==> src/rtl/tdm_demux4.sv <==
// tdm_demux4: four-slot TDM demultiplexer with sync-based framing.
// A sync-qualified beat marks slot 0.  Beats are collected into shadow
// slots, and the whole frame is published on q when the slot-3 beat arrives.
module tdm_demux4 #(
  parameter int WIDTH = 4
) (
  input  logic               clk,
  input  logic               rst,
  input  logic               valid,
  input  logic               sync,
  input  logic [WIDTH-1:0]   din,
  output logic [4*WIDTH-1:0] q,
  output logic               frame_done,
  output logic [1:0]         s,
  output logic               locked,
  output logic               err
);

  typedef enum logic {HUNT = 1'b0, LOCKED = 1'b1} state_t;

  state_t           state;
  logic [WIDTH-1:0] sh0, sh1, sh2;

  // locked is a direct decode of the state register, so it has no extra delay
  assign locked = (state == LOCKED);

  // Framing FSM, slot counter, shadow slots and frame output register
  always_ff @(posedge clk or posedge rst) begin
    if (rst) begin
      state      <= HUNT;
      s          <= 2'd0;
      sh0        <= '0;
      sh1        <= '0;
      sh2        <= '0;
      q          <= '0;
      frame_done <= 1'b0;
      err        <= 1'b0;
    end else begin
      frame_done <= 1'b0;
      err        <= 1'b0;
      if (valid) begin
        case (state)
          HUNT: begin
            // Only a sync beat can start a frame; anything else is dropped
            if (sync) begin
              sh0   <= din;
              s     <= 2'd1;
              state <= LOCKED;
            end
          end
          LOCKED: begin
            if (sync && (s != 2'd0)) begin
              // Early sync: abandon the partial frame and restart at slot 0
              err <= 1'b1;
              sh0 <= din;
              s   <= 2'd1;
            end else if (!sync && (s == 2'd0)) begin
              // Missing sync where slot 0 was due: drop the beat and re-hunt
              err   <= 1'b1;
              s     <= 2'd0;
              state <= HUNT;
            end else begin
              case (s)
                2'd0: sh0 <= din;
                2'd1: sh1 <= din;
                2'd2: sh2 <= din;
                default: begin
                  // Slot 3 comes straight from din so q loads on this edge
                  q          <= {din, sh2, sh1, sh0};
                  frame_done <= 1'b1;
                end
              endcase
              s <= s + 2'd1;
            end
          end
          default: begin
            state <= HUNT;
            s     <= 2'd0;
          end
        endcase
      end
    end
  end

endmodule

==> config.mk <==
export PLATFORM = sky130hd
export DESIGN_NAME = tdm_demux4
export DESIGN_NICKNAME = d
export VERILOG_FILES = /design/src/rtl/tdm_demux4.sv
export SDC_FILE = /design/constraint.sdc
export NUM_CORES = 1
export LEC_CHECK = 0
export BUFFER_PORTS_ARGS = -buffer_cell sky130_fd_sc_hd__buf_2
export CAP_MARGIN = 10
export CORE_MARGIN = 1.5
export CORE_UTILIZATION = 31
export DETAILED_ROUTE_END_ITERATION = 12
export HOLD_SLACK_MARGIN = 0.06
export PLACE_DENSITY_LB_ADDON = 0.15
export SYNTH_ARGS = -nofsm -noshare
export SYNTH_HDL_FRONTEND = slang
export SYNTH_SLANG_ARGS = --single-unit
==> constraint.sdc <==
create_clock -name clk -period 5.25 [get_ports clk]
set_input_delay 1.05 -clock clk [delete_from_list [all_inputs] [get_ports clk]]
set_output_delay 1.05 -clock clk [all_outputs]
set_load 0.03 [all_outputs]
Word level (Yosys, flattened, before mapping)
Index checks and enable logic that the tools add are counted.
Widths: inputs -> output; s select.
Word-level totals
  output and inout bits: 21
  flip-flop bits (word level): 33
  word-level logic and storage cells: 51
Operators by class
  reductions and logical operators: 11
  bitwise gates (word level): 4
  $add $sub $neg: 1
  multiplexer cells: 22
  eq/ne operators: 5
Operators with widths (number)
  $mux 4: 4
  $reduce_and 5->1: 3
  $mux 1: 12
  $pmux 4 s2: 1
  $mux 2: 3
  $not 1->1: 4
  $pmux 2 s2: 1
  $reduce_and 4->1: 1
  $ne 3x1->1 const B: 1
  $ne 3x3->1 const B: 1
  $reduce_or 3->1: 1
  $add 2x1->2 const B: 1
  $eq 2x1->1 const B: 1
  $eq 2x2->1 const B: 1
  $logic_and 1x1->1: 2
  $logic_not 2->1: 1
  $ne 2x2->1 const B: 1
  $pmux 1 s2: 1
  $reduce_and 2->1: 1
  $reduce_bool 2->1: 1
  $logic_not 1->1: 1

Logic depth before layout (Yosys ltp)
Gate-level depths: netlist of run 1.
  depth in word-level cells: 7
  mapped depth: 6
  mapped depth without buffers: 5

Worst setup path after synthesis of run 1
OpenSTA, ideal clock, no wires.
  path kind: input-to-reg
  from: input sync
  to: register q[10]
  buffers on the path: 1
  library setup time: 125 ps
  setup slack: 3078 ps
  arrival time: 2047 ps
  stages: 5
  required time: 5125 ps
  path through: inv_1 ha_1 nand4_4 buf_6 mux2_4
On the way
  longest elaborated chain between the ends: 4
  elaborated cells on any way between the ends: 6
  those cells by class: bitwise: 2; reduce/logical: 4
Ends and longest elaborated chain
  from (decl): RTL line 10  | input logic sync,
  $logic_not 1->1: RTL line 57  | end else if (!sync && (s == 2'd0)) begin
  $logic_and 1x1->1: RTL line 57
  $not 1->1 (no line)
  $reduce_and 5->1 (no line) (*)
  to (signal assigned): RTL line 69  | q <= {din, sh2, sh1, sh0};
  to (decl): RTL line 12  | output logic [4*WIDTH-1:0] q,
Every way passes the cells marked *; elsewhere a longest branch is shown, timed or not.
A chain may end at the register's enable or synchronous reset.

Worst setup path after layout of run 1
  from: input sync
  to: register q[3]
Same word-level chain as after synthesis.

==> tab_implementation.tex, run 1 <==
\begin{tabular}{lr}
\hline
Metric & Value \\
\hline
\multicolumn{2}{l}{\textbf{Run status}} \\
\quad Result of the run & finished clean \\
\multicolumn{2}{l}{\textbf{Clock tree}} \\
\quad Number of clock sinks seen by CTS & 33 \\
\quad Clock Latency Late Sink & 0.28 ns \\
\quad Clock-pin slew on the worst setup and hold paths & 0.07 ns \\
\quad Post-cts gate resize count & 0 \\
\quad Root buf cell & sky130\_fd\_sc\_hd\_\_clkbuf\_8 \\
\quad Max Buffers Root-to-Sink & 2 \\
\quad Setup repair bufs after CTS & 0 \\
\quad CTS hold repair buffers & 0 \\
\quad TritonCTS clock tree & built \\
\quad H-tree Lvls & 2 \\
\quad Clock buffer count from CTS & 5 \\
\multicolumn{2}{l}{\textbf{Floorplan}} \\
\quad Core region area & 0.00441 sq mm \\
\quad Area enclosed by the die boundary & 0.00505 sq mm \\
\quad Top-level I/O count & 29 \\
\quad Cell row count & 24 \\
\quad X dimension of the die & 71.0 um \\
\quad Die Y-Extent & 71.0 um \\
\quad Starting density of the core & 0.325 \\
\multicolumn{2}{l}{\textbf{Worst setup path}} \\
\quad Launch instance of the worst register-to-register path & s[0]\$\_DFFE\_PP0P\_ \\
\quad Reg-to-Reg End & q[3]\$\_DFFE\_PP0P\_ \\
\quad Arrival time of the worst setup path & 2.38 ns \\
\quad Worst Reg2Reg Path Length in Cells & 5 \\
\quad Crit path capture type & register \\
\quad Required time at the endpoint of the critical path & 5.42 ns \\
\quad Critical path startpoint category & input port \\
\quad Critical-path maximum fanout & 16 \\
\quad FF-to-FF setup slack & 3.13 ns \\
\quad Worst setup path class & in2reg \\
\multicolumn{2}{l}{\textbf{Global route}} \\
\quad Largest net degree at the start of global routing & 34 \\
\quad Sum of overflow across all layers after global routing & 0 \\
\quad Wire length of the first global-routing pass & 4400 um \\
\quad GR Util All Layers & 0.115 \\
\quad Number of antenna violations at the first check in global routing & 0 \\
\quad Vias in the first global route & 887 \\
\multicolumn{2}{l}{\textbf{Yosys}} \\
\quad Leading cell type by number of instances after synthesis & sky130\_fd\_sc\_hd\_\_dfrtp\_1 \\
\quad Most instantiated flip-flop cell in the synthesis netlist & sky130\_fd\_sc\_hd\_\_dfrtp\_1 \\
\quad Cells taking the most area after synthesis & sky130\_fd\_sc\_hd\_\_dfrtp\_1 (58\%), sky130\_fd\_sc\_hd\_\_mux2\_2 (14\%), sky130\_fd\_sc\_hd\_\_mux2\_4 (10\%), sky130\_fd\_sc\_hd\_\_ha\_1 (7.0\%), sky130\_fd\_sc\_hd\_\_inv\_1 (1.8\%) \\
\quad Most used standard cells in the synthesized netlist & sky130\_fd\_sc\_hd\_\_dfrtp\_1 (33), sky130\_fd\_sc\_hd\_\_mux2\_2 (18), sky130\_fd\_sc\_hd\_\_mux2\_4 (10), sky130\_fd\_sc\_hd\_\_ha\_1 (8), sky130\_fd\_sc\_hd\_\_inv\_1 (7) \\
\quad Total number of yosys warnings & 0 \\
\quad Cells after synthesis & 92 \\
\quad Synth Area per Inst & 15.6 sq um \\
\quad Flip-flop and latch count after synthesis & 33 \\
\quad Share of the yosys chip area belonging to registers & 0.575 \\
\quad Share of flip-flops with an asynchronous set or reset after synthesis & 1.00 \\
\quad Net count after synthesis & 108 \\
\quad Post-synth EDFFs & 0 \\
\quad Yosys top cell area share & 0.575 \\
\quad Post-synthesis cell type with the largest combined area & sky130\_fd\_sc\_hd\_\_dfrtp\_1 \\
\quad Synthesized area & 0.00144 sq mm \\
\quad Cell variety after synth & 18 \\
\multicolumn{2}{l}{\textbf{Finish}} \\
\quad Area overhead of the layout relative to synthesis & 20.8\% \\
\quad Fraction of layout cells with a size suffix above 1 & 0.516 \\
\quad Finished Cell Area & 0.00173 sq mm \\
\quad Total inserted antenna cells & 0 \\
\quad Final net count & 141 \\
\quad Filler cell count in the final layout & 444 \\
\quad Number of non-filler instances in the completed layout & 178 \\
\multicolumn{2}{l}{\textbf{STA}} \\
\quad Actual slew at the worst max-slew pin & 0.408 ns \\
\quad Final max-slew violation count & 0 \\
\quad Worst clock skew & 0.00261 ns \\
\quad Setup violations, final & 0 \\
\quad Unrepaired setup endpoints after global routing & no \\
\quad Final Hold Vio Count & 0 \\
\quad Worst slew margin relative to its limit & 0.728 \\
\quad Min cycle time layout & 2.21 ns \\
\quad Final period utilization & 0.421 \\
\quad Setup TNS & 0 ns \\
\quad Min Hold Slack & 0.502 ns \\
\quad Maximum clock frequency & 452 MHz \\
\multicolumn{2}{l}{\textbf{Min path}} \\
\quad Worst hold path class & reg2reg \\
\quad Startpoint of the lowest-slack hold path & sh0[1]\$\_DFFE\_PP0P\_ \\
\quad Worst hold path stage count & 1 \\
\quad Min-Delay Endpoint & q[1]\$\_DFFE\_PP0P\_ \\
\multicolumn{2}{l}{\textbf{Placement}} \\
\quad Cell area after placement & 0.00162 sq mm \\
\quad \# port buffers & 28 \\
\quad Hpwl dp & 1710 um \\
\quad Total placed cells including tap cells & 170 \\
\quad GPL Wtd Cong & 0.724 \\
\multicolumn{2}{l}{\textbf{Job}} \\
\quad Max cap viols & 0 \\
\multicolumn{2}{l}{\textbf{Routing}} \\
\quad WL per Instance & 14.1 um \\
\quad Count of routing violations after the opening detailed-route iteration & 36 \\
\quad Detailed Route WL & 2510 um \\
\quad Vias per Instance & 4.48 \\
\quad Vias & 798 \\
\quad Count of nets left with antenna violations after detail routing & 0 \\
\quad Remaining DRCs & 0 \\
\quad Number of detailed-routing iterations run before antenna repair & 3 \\
\multicolumn{2}{l}{\textbf{Power}} \\
\quad Power Density & 640 mW/mm\^{}2 \\
\quad Leakage power & 0.000897 uW \\
\quad Peak supply drop & 240 uV \\
\hline
\end{tabular}
logic make-up (layout without fill, tap and decap cells):
group	after synthesis	in the layout	synth area share
fa+ha+maj	8	8	0.0697
simple gates	8	8	0.0410
compound gates	4	4	0.0218
buf+inv	10	44	0.0392
flops	33	33	0.575
mux	29	29	0.253
worst max-delay path, stage by stage:
cell and delay [ns]:
sky130_fd_sc_hd__buf_2 0.11, sky130_fd_sc_hd__inv_1 0.07, sky130_fd_sc_hd__ha_1 0.38, sky130_fd_sc_hd__nand4_4 0.35, sky130_fd_sc_hd__mux2_4 0.42
flip-flops by register name, summed over array words and instances, names as in the netlist:
name	cells
err	1
frame_done	1
locked	1
q	16
s	2
sh0	4
sh1	4
sh2	4
placed cells by master, fill, tap and decap left out, drive strengths merged:
master and count:
clkbuf 7, buf 29, nand2 2, mux2 28, nor3b 1, o21a 1, inv 7, nand4 3
o32a 1, ha 8, nor2 1, a21oi 1, dfrtp 33, bufinv 1, o32ai 1, and3 1
mux2i 1
layout make-up:
cell class,count,area (sq um),share of cell area
timing repair buffer,29,148,0.0851
multi-input combinational,49,553,0.319
inverter,7,26.3,0.0152
tap,52,65.1,0.0375
clock inverter,1,30.0,0.0173
sequential,33,826,0.476
clock buffer,7,86.3,0.0498
metrics by stage:
step,utilization,worst slack [ns],power (uW)
after floorplan,-,3.08,761
after global placement,0.366,2.78,868
after detailed placement,0.366,2.74,877
after CTS,0.393,3.02,1130
after global routing,0.393,2.96,1190
final,0.393,3.04,1110
worst max path at each step:
stage | from | endpoint | slack (ns) | depth (start not counted)
floorplan | sync | q[10]$_DFFE_PP0P_ | 3.08 | 5
global placement | sync | q[13]$_DFFE_PP0P_ | 2.78 | 5
detailed placement | sync | q[9]$_DFFE_PP0P_ | 2.74 | 5
CTS | sync | q[9]$_DFFE_PP0P_ | 3.02 | 5
global route | sync | q[5]$_DFFE_PP0P_ | 2.96 | 5
finish | sync | q[3]$_DFFE_PP0P_ | 3.04 | 5
per-layer routing:
layer  vias up  global-route usage  part of all wire
met3         5              0.0499             0.050
met2        20               0.181              0.45
met4         0              0.0377             0.014
met1       387               0.144              0.48
li1        386                   -                 -
met5         -                   0                 0
where the power goes:
part	switching [uW]	internal, uW	leakage (uW)
Combinational	252	186	0.000435
Clock	90.8	155	0.0000585
Sequential	65.4	361	0.000404
Total	408	701	0.000897
Note: power is estimated with default switching activity, not from simulation.
==> inputs of run 2 (changes only) <==
==> constraint.sdc (replaced) <==
create_clock -name clk -period 2.2 [get_ports clk]
set_input_delay 0.44 -clock clk [delete_from_list [all_inputs] [get_ports clk]]
set_output_delay 0.44 -clock clk [all_outputs]
set_load 0.03 [all_outputs]
==> run 2 against run 1 <==
Against the previous run:
- total power rose by 140%
- design area is 0.43% higher
- sequential share of layout area down 0.21 points
- die area unchanged
- count of clock-buffer cells in the layout stayed put
- global-route usage fell by 0.14 points
- critical path type is now reg2reg
- highest routed layer unchanged
- combinational power increased by 140%
- critical endpoint is now q[6]$_DFFE_PP0P_
- worst hold slack worse by 0.26 ns
- clock power increased by 140%
- non-clock buffer count rose by 1
==> tab_implementation.tex, run 2 (synthesis results as in run 1) <==
\begin{tabular}{lr}
\hline
Metric & Value \\
\hline
\multicolumn{2}{l}{\textbf{Global route}} \\
\quad Vias in the first global route & 857 \\
\quad Sum of overflow across all layers after global routing & 0 \\
\quad Largest net degree at the start of global routing & 34 \\
\quad Number of antenna violations at the first check in global routing & 0 \\
\quad GR Util All Layers & 0.114 \\
\quad Wire length of the first global-routing pass & 4280 um \\
\multicolumn{2}{l}{\textbf{Clock tree}} \\
\quad Root buf cell & sky130\_fd\_sc\_hd\_\_clkbuf\_8 \\
\quad Clock-pin slew on the worst setup and hold paths & 0.07 ns \\
\quad Post-cts gate resize count & 0 \\
\quad Clock Latency Late Sink & 0.28 ns \\
\quad H-tree Lvls & 2 \\
\quad Clock buffer count from CTS & 5 \\
\quad CTS hold repair buffers & 0 \\
\quad Max Buffers Root-to-Sink & 2 \\
\quad TritonCTS clock tree & built \\
\quad Setup repair bufs after CTS & 0 \\
\quad Number of clock sinks seen by CTS & 33 \\
\multicolumn{2}{l}{\textbf{Placement}} \\
\quad Hpwl dp & 1750 um \\
\quad \# port buffers & 28 \\
\quad Worst slack at placement & 0.173 ns \\
\quad Cell area after placement & 0.00163 sq mm \\
\quad GPL Wtd Cong & 0.689 \\
\multicolumn{2}{l}{\textbf{Finish}} \\
\quad Area overhead of the layout relative to synthesis & 21.4\% \\
\quad Fraction of layout cells with a size suffix above 1 & 0.520 \\
\quad Core Util, Final & 0.395 \\
\quad Flip-flop count of the largest register after layout & 16 \\
\quad Area occupied by multi-input gates & 553 sq um \\
\quad Commonest cells after routing, fill and taps aside & sky130\_fd\_sc\_hd\_\_dfrtp\_1 (33), sky130\_fd\_sc\_hd\_\_buf\_2 (28), sky130\_fd\_sc\_hd\_\_mux2\_2 (18) \\
\quad Register with the most flip-flops & q \\
\quad Most common library cell in the layout ignoring fill and taps & sky130\_fd\_sc\_hd\_\_dfrtp\_1 \\
\quad Seq. cell area & 826 sq um \\
\quad Final net count & 142 \\
\quad Total inserted antenna cells & 0 \\
\quad Finished Cell Area & 0.00174 sq mm \\
\quad Filler cell count in the final layout & 427 \\
\multicolumn{2}{l}{\textbf{Power}} \\
\quad Leakage power & 0.000902 uW \\
\quad Peak supply drop & 519 uV \\
\quad Power Density & 1520 mW/mm\^{}2 \\
\multicolumn{2}{l}{\textbf{Worst setup path}} \\
\quad Critical-path maximum fanout & 16 \\
\quad Required time at the endpoint of the critical path & 2.37 ns \\
\quad Worst setup path class & reg2reg \\
\quad Crit path capture type & register \\
\quad Critical path startpoint category & register \\
\quad Arrival time of the worst setup path & 2.18 ns \\
\multicolumn{2}{l}{\textbf{STA}} \\
\quad Final period utilization & 0.914 \\
\quad Unrepaired setup endpoints after global routing & no \\
\quad Actual slew at the worst max-slew pin & 0.417 ns \\
\quad Post-layout worst setup margin & 0.190 ns \\
\quad Worst clock skew & 0.00409 ns \\
\quad Setup violations, final & 0 \\
\quad Min Hold Slack & 0.240 ns \\
\quad Worst slew margin relative to its limit & 0.722 \\
\quad Maximum clock frequency & 497 MHz \\
\quad Setup TNS & 0 ns \\
\quad Min cycle time layout & 2.01 ns \\
\quad Final Hold Vio Count & 0 \\
\quad Final max-slew violation count & 0 \\
\multicolumn{2}{l}{\textbf{Routing}} \\
\quad Count of routing violations after the opening detailed-route iteration & 21 \\
\quad Vias per Instance & 4.56 \\
\quad Count of nets left with antenna violations after detail routing & 0 \\
\quad Number of detailed-routing iterations run before antenna repair & 4 \\
\quad Vias & 816 \\
\quad Detailed Route WL & 2530 um \\
\quad Remaining DRCs & 0 \\
\quad WL per Instance & 14.1 um \\
\multicolumn{2}{l}{\textbf{Run status}} \\
\quad Result of the run & finished clean \\
\multicolumn{2}{l}{\textbf{Min path}} \\
\quad Worst hold path class & in2async \\
\multicolumn{2}{l}{\textbf{Floorplan}} \\
\quad Cell row count & 24 \\
\quad Starting density of the core & 0.325 \\
\quad Area enclosed by the die boundary & 0.00505 sq mm \\
\quad Top-level I/O count & 29 \\
\quad Core region area & 0.00441 sq mm \\
\quad Die Y-Extent & 71.0 um \\
\quad X dimension of the die & 71.0 um \\
\multicolumn{2}{l}{\textbf{Job}} \\
\quad Max cap viols & 0 \\
\hline
\end{tabular}
## run 2: power breakdown
group / internal, uW / switching [uW] / leakage, uW
registers: 861 / 144 / 0.000404
logic: 452 / 614 / 0.000439
clock network: 369 / 216 / 0.0000585
## run 2: final timing paths
path	start	endpoint	slack, ns	depth (start not counted)
max in group asynchronous	rst	s[1]$_DFFE_PP0P_	1.66	3
min	rst	q[1]$_DFFE_PP0P_	0.24	3
max reg2reg	s[1]$_DFFE_PP0P_	q[6]$_DFFE_PP0P_	0.19	5
min in group clk	din[1]	q[13]$_DFFE_PP0P_	0.44	2
max	s[1]$_DFFE_PP0P_	q[6]$_DFFE_PP0P_	0.19	5
min reg2reg	sh2[2]$_DFFE_PP0P_	q[10]$_DFFE_PP0P_	0.50	1
## run 2: final cells by class
cell class                      count  share of cell area
Sequential cell                    33               0.474
Timing Repair Buffer               30              0.0891
Inverter                            7              0.0151
Clock inverter                      1              0.0172
Multi-Input combinational cell     49               0.318
Tap cell                           52              0.0374
Clock buffer                        7              0.0496
## run 2: critical path, stage by stage, from the launching register on
cell	delay, ns
sky130_fd_sc_hd__dfrtp_1	0.42
sky130_fd_sc_hd__inv_1	0.10
sky130_fd_sc_hd__ha_1	0.22
sky130_fd_sc_hd__ha_1	0.38
sky130_fd_sc_hd__nand4_4	0.35
sky130_fd_sc_hd__mux2_4	0.42
## run 2: per-stage QoR
stage | cells | power [uW]
2_1_floorplan | 92 | 1820
5_1_grt | 179 | 2830
3_5_place_dp | 171 | 2100
4_1_cts | 179 | 2700
6_report | 179 | 2650
3_3_place_gp | 171 | 2080
## run 2: per-layer routing
metal | track usage | vias up | wire length (um)
li1 | - | 390 | -
met1 | 0.147 | 401 | 1180
met2 | 0.172 | 21 | 1180
met3 | 0.0370 | 4 | 124
met4 | 0.0566 | 0 | 48
met5 | 0 | - | 0
==> inputs of run 3 (changes only) <==
--- a/config.mk
+++ b/config.mk
@@ -7,6 +7,9 @@
 export LEC_CHECK = 0
 export BUFFER_PORTS_ARGS = -buffer_cell sky130_fd_sc_hd__buf_2
 export CAP_MARGIN = 10
+export CELL_PAD_IN_SITES_DETAIL_PLACEMENT = 1
+export CELL_PAD_IN_SITES_GLOBAL_PLACEMENT = 1
+export CORE_ASPECT_RATIO = 2
 export CORE_MARGIN = 1.5
 export CORE_UTILIZATION = 31
 export DETAILED_ROUTE_END_ITERATION = 12
==> run 3 against run 2 <==
Against the previous run:
- clock skew rose by 0.0024 ns
- sequential share of layout area rose by 0.87 points
- combinational power barely moved
- design area fell by 1.8%
- global-route usage rose by 2.0 points
- utilization fell by 0.42 points
- clock power fell by 25%
- sequential cell count did not move
- count of clock-buffer cells in the layout fell by 1
- fmax fell by 0.55%
- largest cell class unchanged
==> tab_implementation.tex, run 3 (synthesis results as in run 1) <==
\begin{tabular}{lr}
\hline
Metric & Value \\
\hline
\multicolumn{2}{l}{\textbf{Run status}} \\
\quad Result of the run & finished clean \\
\multicolumn{2}{l}{\textbf{Finish}} \\
\quad Most common library cell in the layout ignoring fill and taps & sky130\_fd\_sc\_hd\_\_dfrtp\_1 \\
\quad Core Util, Final & 0.390 \\
\quad Final net count & 142 \\
\quad Commonest cells after routing, fill and taps aside & sky130\_fd\_sc\_hd\_\_dfrtp\_1 (33), sky130\_fd\_sc\_hd\_\_buf\_2 (28), sky130\_fd\_sc\_hd\_\_mux2\_2 (18) \\
\quad Area overhead of the layout relative to synthesis & 19.2\% \\
\quad Flip-flop count of the largest register after layout & 16 \\
\quad Fraction of layout cells with a size suffix above 1 & 0.520 \\
\quad Register with the most flip-flops & q \\
\quad Total inserted antenna cells & 0 \\
\multicolumn{2}{l}{\textbf{Clock tree}} \\
\quad Clock-pin slew on the worst setup and hold paths & 0.07 ns \\
\quad CTS hold repair buffers & 0 \\
\quad TritonCTS clock tree & built \\
\quad Setup repair bufs after CTS & 0 \\
\quad Root buf cell & sky130\_fd\_sc\_hd\_\_clkbuf\_8 \\
\quad Max Buffers Root-to-Sink & 2 \\
\quad H-tree Lvls & 2 \\
\quad Number of clock sinks seen by CTS & 33 \\
\quad Clock Latency Late Sink & 0.29 ns \\
\quad Clock buffer count from CTS & 5 \\
\quad Post-cts gate resize count & 0 \\
\multicolumn{2}{l}{\textbf{Worst setup path}} \\
\quad Arrival time of the worst setup path & 2.19 ns \\
\quad Worst setup path class & reg2reg \\
\quad Critical-path maximum fanout & 16 \\
\quad Crit path capture type & register \\
\quad Reg-to-Reg End & q[14]\$\_DFFE\_PP0P\_ \\
\quad Worst Reg2Reg Path Length in Cells & 5 \\
\quad FF-to-FF setup slack & 0.18 ns \\
\quad Required time at the endpoint of the critical path & 2.37 ns \\
\quad Critical path startpoint category & register \\
\quad Launch instance of the worst register-to-register path & s[1]\$\_DFFE\_PP0P\_ \\
\multicolumn{2}{l}{\textbf{Power}} \\
\quad Peak supply drop & 517 uV \\
\quad Leakage power & 0.000888 uW \\
\quad Power Density & 1480 mW/mm\^{}2 \\
\quad Total power draw & 2530 uW \\
\multicolumn{2}{l}{\textbf{STA}} \\
\quad Worst clock skew & 0.00648 ns \\
\quad Final period utilization & 0.919 \\
\quad Final max-slew violation count & 0 \\
\quad Setup violations, final & 0 \\
\quad Worst slew margin relative to its limit & 0.721 \\
\quad Unrepaired setup endpoints after global routing & no \\
\quad Min Hold Slack & 0.236 ns \\
\quad Setup TNS & 0 ns \\
\quad Post-layout worst setup margin & 0.179 ns \\
\quad Maximum clock frequency & 495 MHz \\
\quad Actual slew at the worst max-slew pin & 0.419 ns \\
\quad Final Hold Vio Count & 0 \\
\quad Min cycle time layout & 2.02 ns \\
\multicolumn{2}{l}{\textbf{Routing}} \\
\quad Vias per Instance & 4.67 \\
\quad WL per Instance & 15.6 um \\
\quad Count of routing violations after the opening detailed-route iteration & 1 \\
\quad Vias & 846 \\
\quad Count of nets left with antenna violations after detail routing & 0 \\
\quad Number of detailed-routing iterations run before antenna repair & 3 \\
\quad Detailed Route WL & 2820 um \\
\quad Remaining DRCs & 0 \\
\multicolumn{2}{l}{\textbf{Floorplan}} \\
\quad Area enclosed by the die boundary & 0.00507 sq mm \\
\quad Cell row count & 34 \\
\quad Core region area & 0.00438 sq mm \\
\quad Starting density of the core & 0.328 \\
\quad Top-level I/O count & 29 \\
\quad Die Y-Extent & 99.2 um \\
\quad X dimension of the die & 51.1 um \\
\multicolumn{2}{l}{\textbf{Global route}} \\
\quad GR Util All Layers & 0.134 \\
\quad Wire length of the first global-routing pass & 4940 um \\
\quad Sum of overflow across all layers after global routing & 0 \\
\quad Largest net degree at the start of global routing & 34 \\
\quad Vias in the first global route & 977 \\
\quad Number of antenna violations at the first check in global routing & 0 \\
\multicolumn{2}{l}{\textbf{Min path}} \\
\quad Worst hold path class & in2async \\
\multicolumn{2}{l}{\textbf{Placement}} \\
\quad \# port buffers & 28 \\
\quad Worst slack at placement & 0.163 ns \\
\quad GPL Wtd Cong & 0.699 \\
\quad Hpwl dp & 2130 um \\
\multicolumn{2}{l}{\textbf{Job}} \\
\quad Max cap viols & 0 \\
\hline
\end{tabular}
run 3: changes by cell type in the layout (fill, tap and decap cells not counted), sizes merged:
cell	before	now
clkbuf	7	6
clkinv	0	2
bufinv	1	0
run 3: cell type report:
| class | instances | area [sq um] |
|---|---|---|
| fillers | 485 | 2670 |
| repair buffers | 30 | 155 |
| multi-input cells | 49 | 553 |
| flip-flops and latches | 33 | 826 |
| inverters | 7 | 26.3 |
| well taps | 54 | 67.6 |
| clock inverters | 2 | 10.0 |
| clock buffers | 6 | 72.6 |
run 3: stage by stage:
step           instances  area, sq um
3_5_place_dp         173         1630
6_report             181         1710
2_1_floorplan         92         1440
3_3_place_gp         173         1630
4_1_cts              181         1710
5_1_grt              181         1710
run 3: worst max-delay path: stages, from the launching register on:
cell and delay (ns):
sky130_fd_sc_hd__dfrtp_1 0.42, sky130_fd_sc_hd__inv_1 0.10, sky130_fd_sc_hd__ha_1 0.23, sky130_fd_sc_hd__ha_1 0.39, sky130_fd_sc_hd__nand4_4 0.35, sky130_fd_sc_hd__mux2_4 0.42
run 3: power by group:
part           total (uW)  switching, uW  internal [uW]
Clock                 436            217            219
Combinational        1090            633            456
Sequential           1000            142            860
run 3: how the worst max path moves through the flow:
| stage | end | slack (ns) | depth (start not counted) | start |
|---|---|---|---|---|
| CTS | q[14]$_DFFE_PP0P_ | 0.16 | 5 | s[1]$_DFFE_PP0P_ |
| global route | q[10]$_DFFE_PP0P_ | 0.08 | 5 | s[1]$_DFFE_PP0P_ |
| global placement | q[10]$_DFFE_PP0P_ | 0.28 | 5 | s[1]$_DFFE_PP0P_ |
| floorplan | q[10]$_DFFE_PP0P_ | 0.16 | 6 | s[0]$_DFFE_PP0P_ |
| finish | q[14]$_DFFE_PP0P_ | 0.18 | 5 | s[1]$_DFFE_PP0P_ |
| detailed placement | q[14]$_DFFE_PP0P_ | 0.16 | 5 | s[1]$_DFFE_PP0P_ |
run 3: routing by layer:
layer | up-vias | GRT usage | routed length (um)
met1 | 434 | 0.134 | 1020
met2 | 22 | 0.238 | 1580
met3 | 6 | 0.0405 | 146
met4 | 0 | 0.0748 | 73
li1 | 384 | - | -
met5 | - | 0 | 0
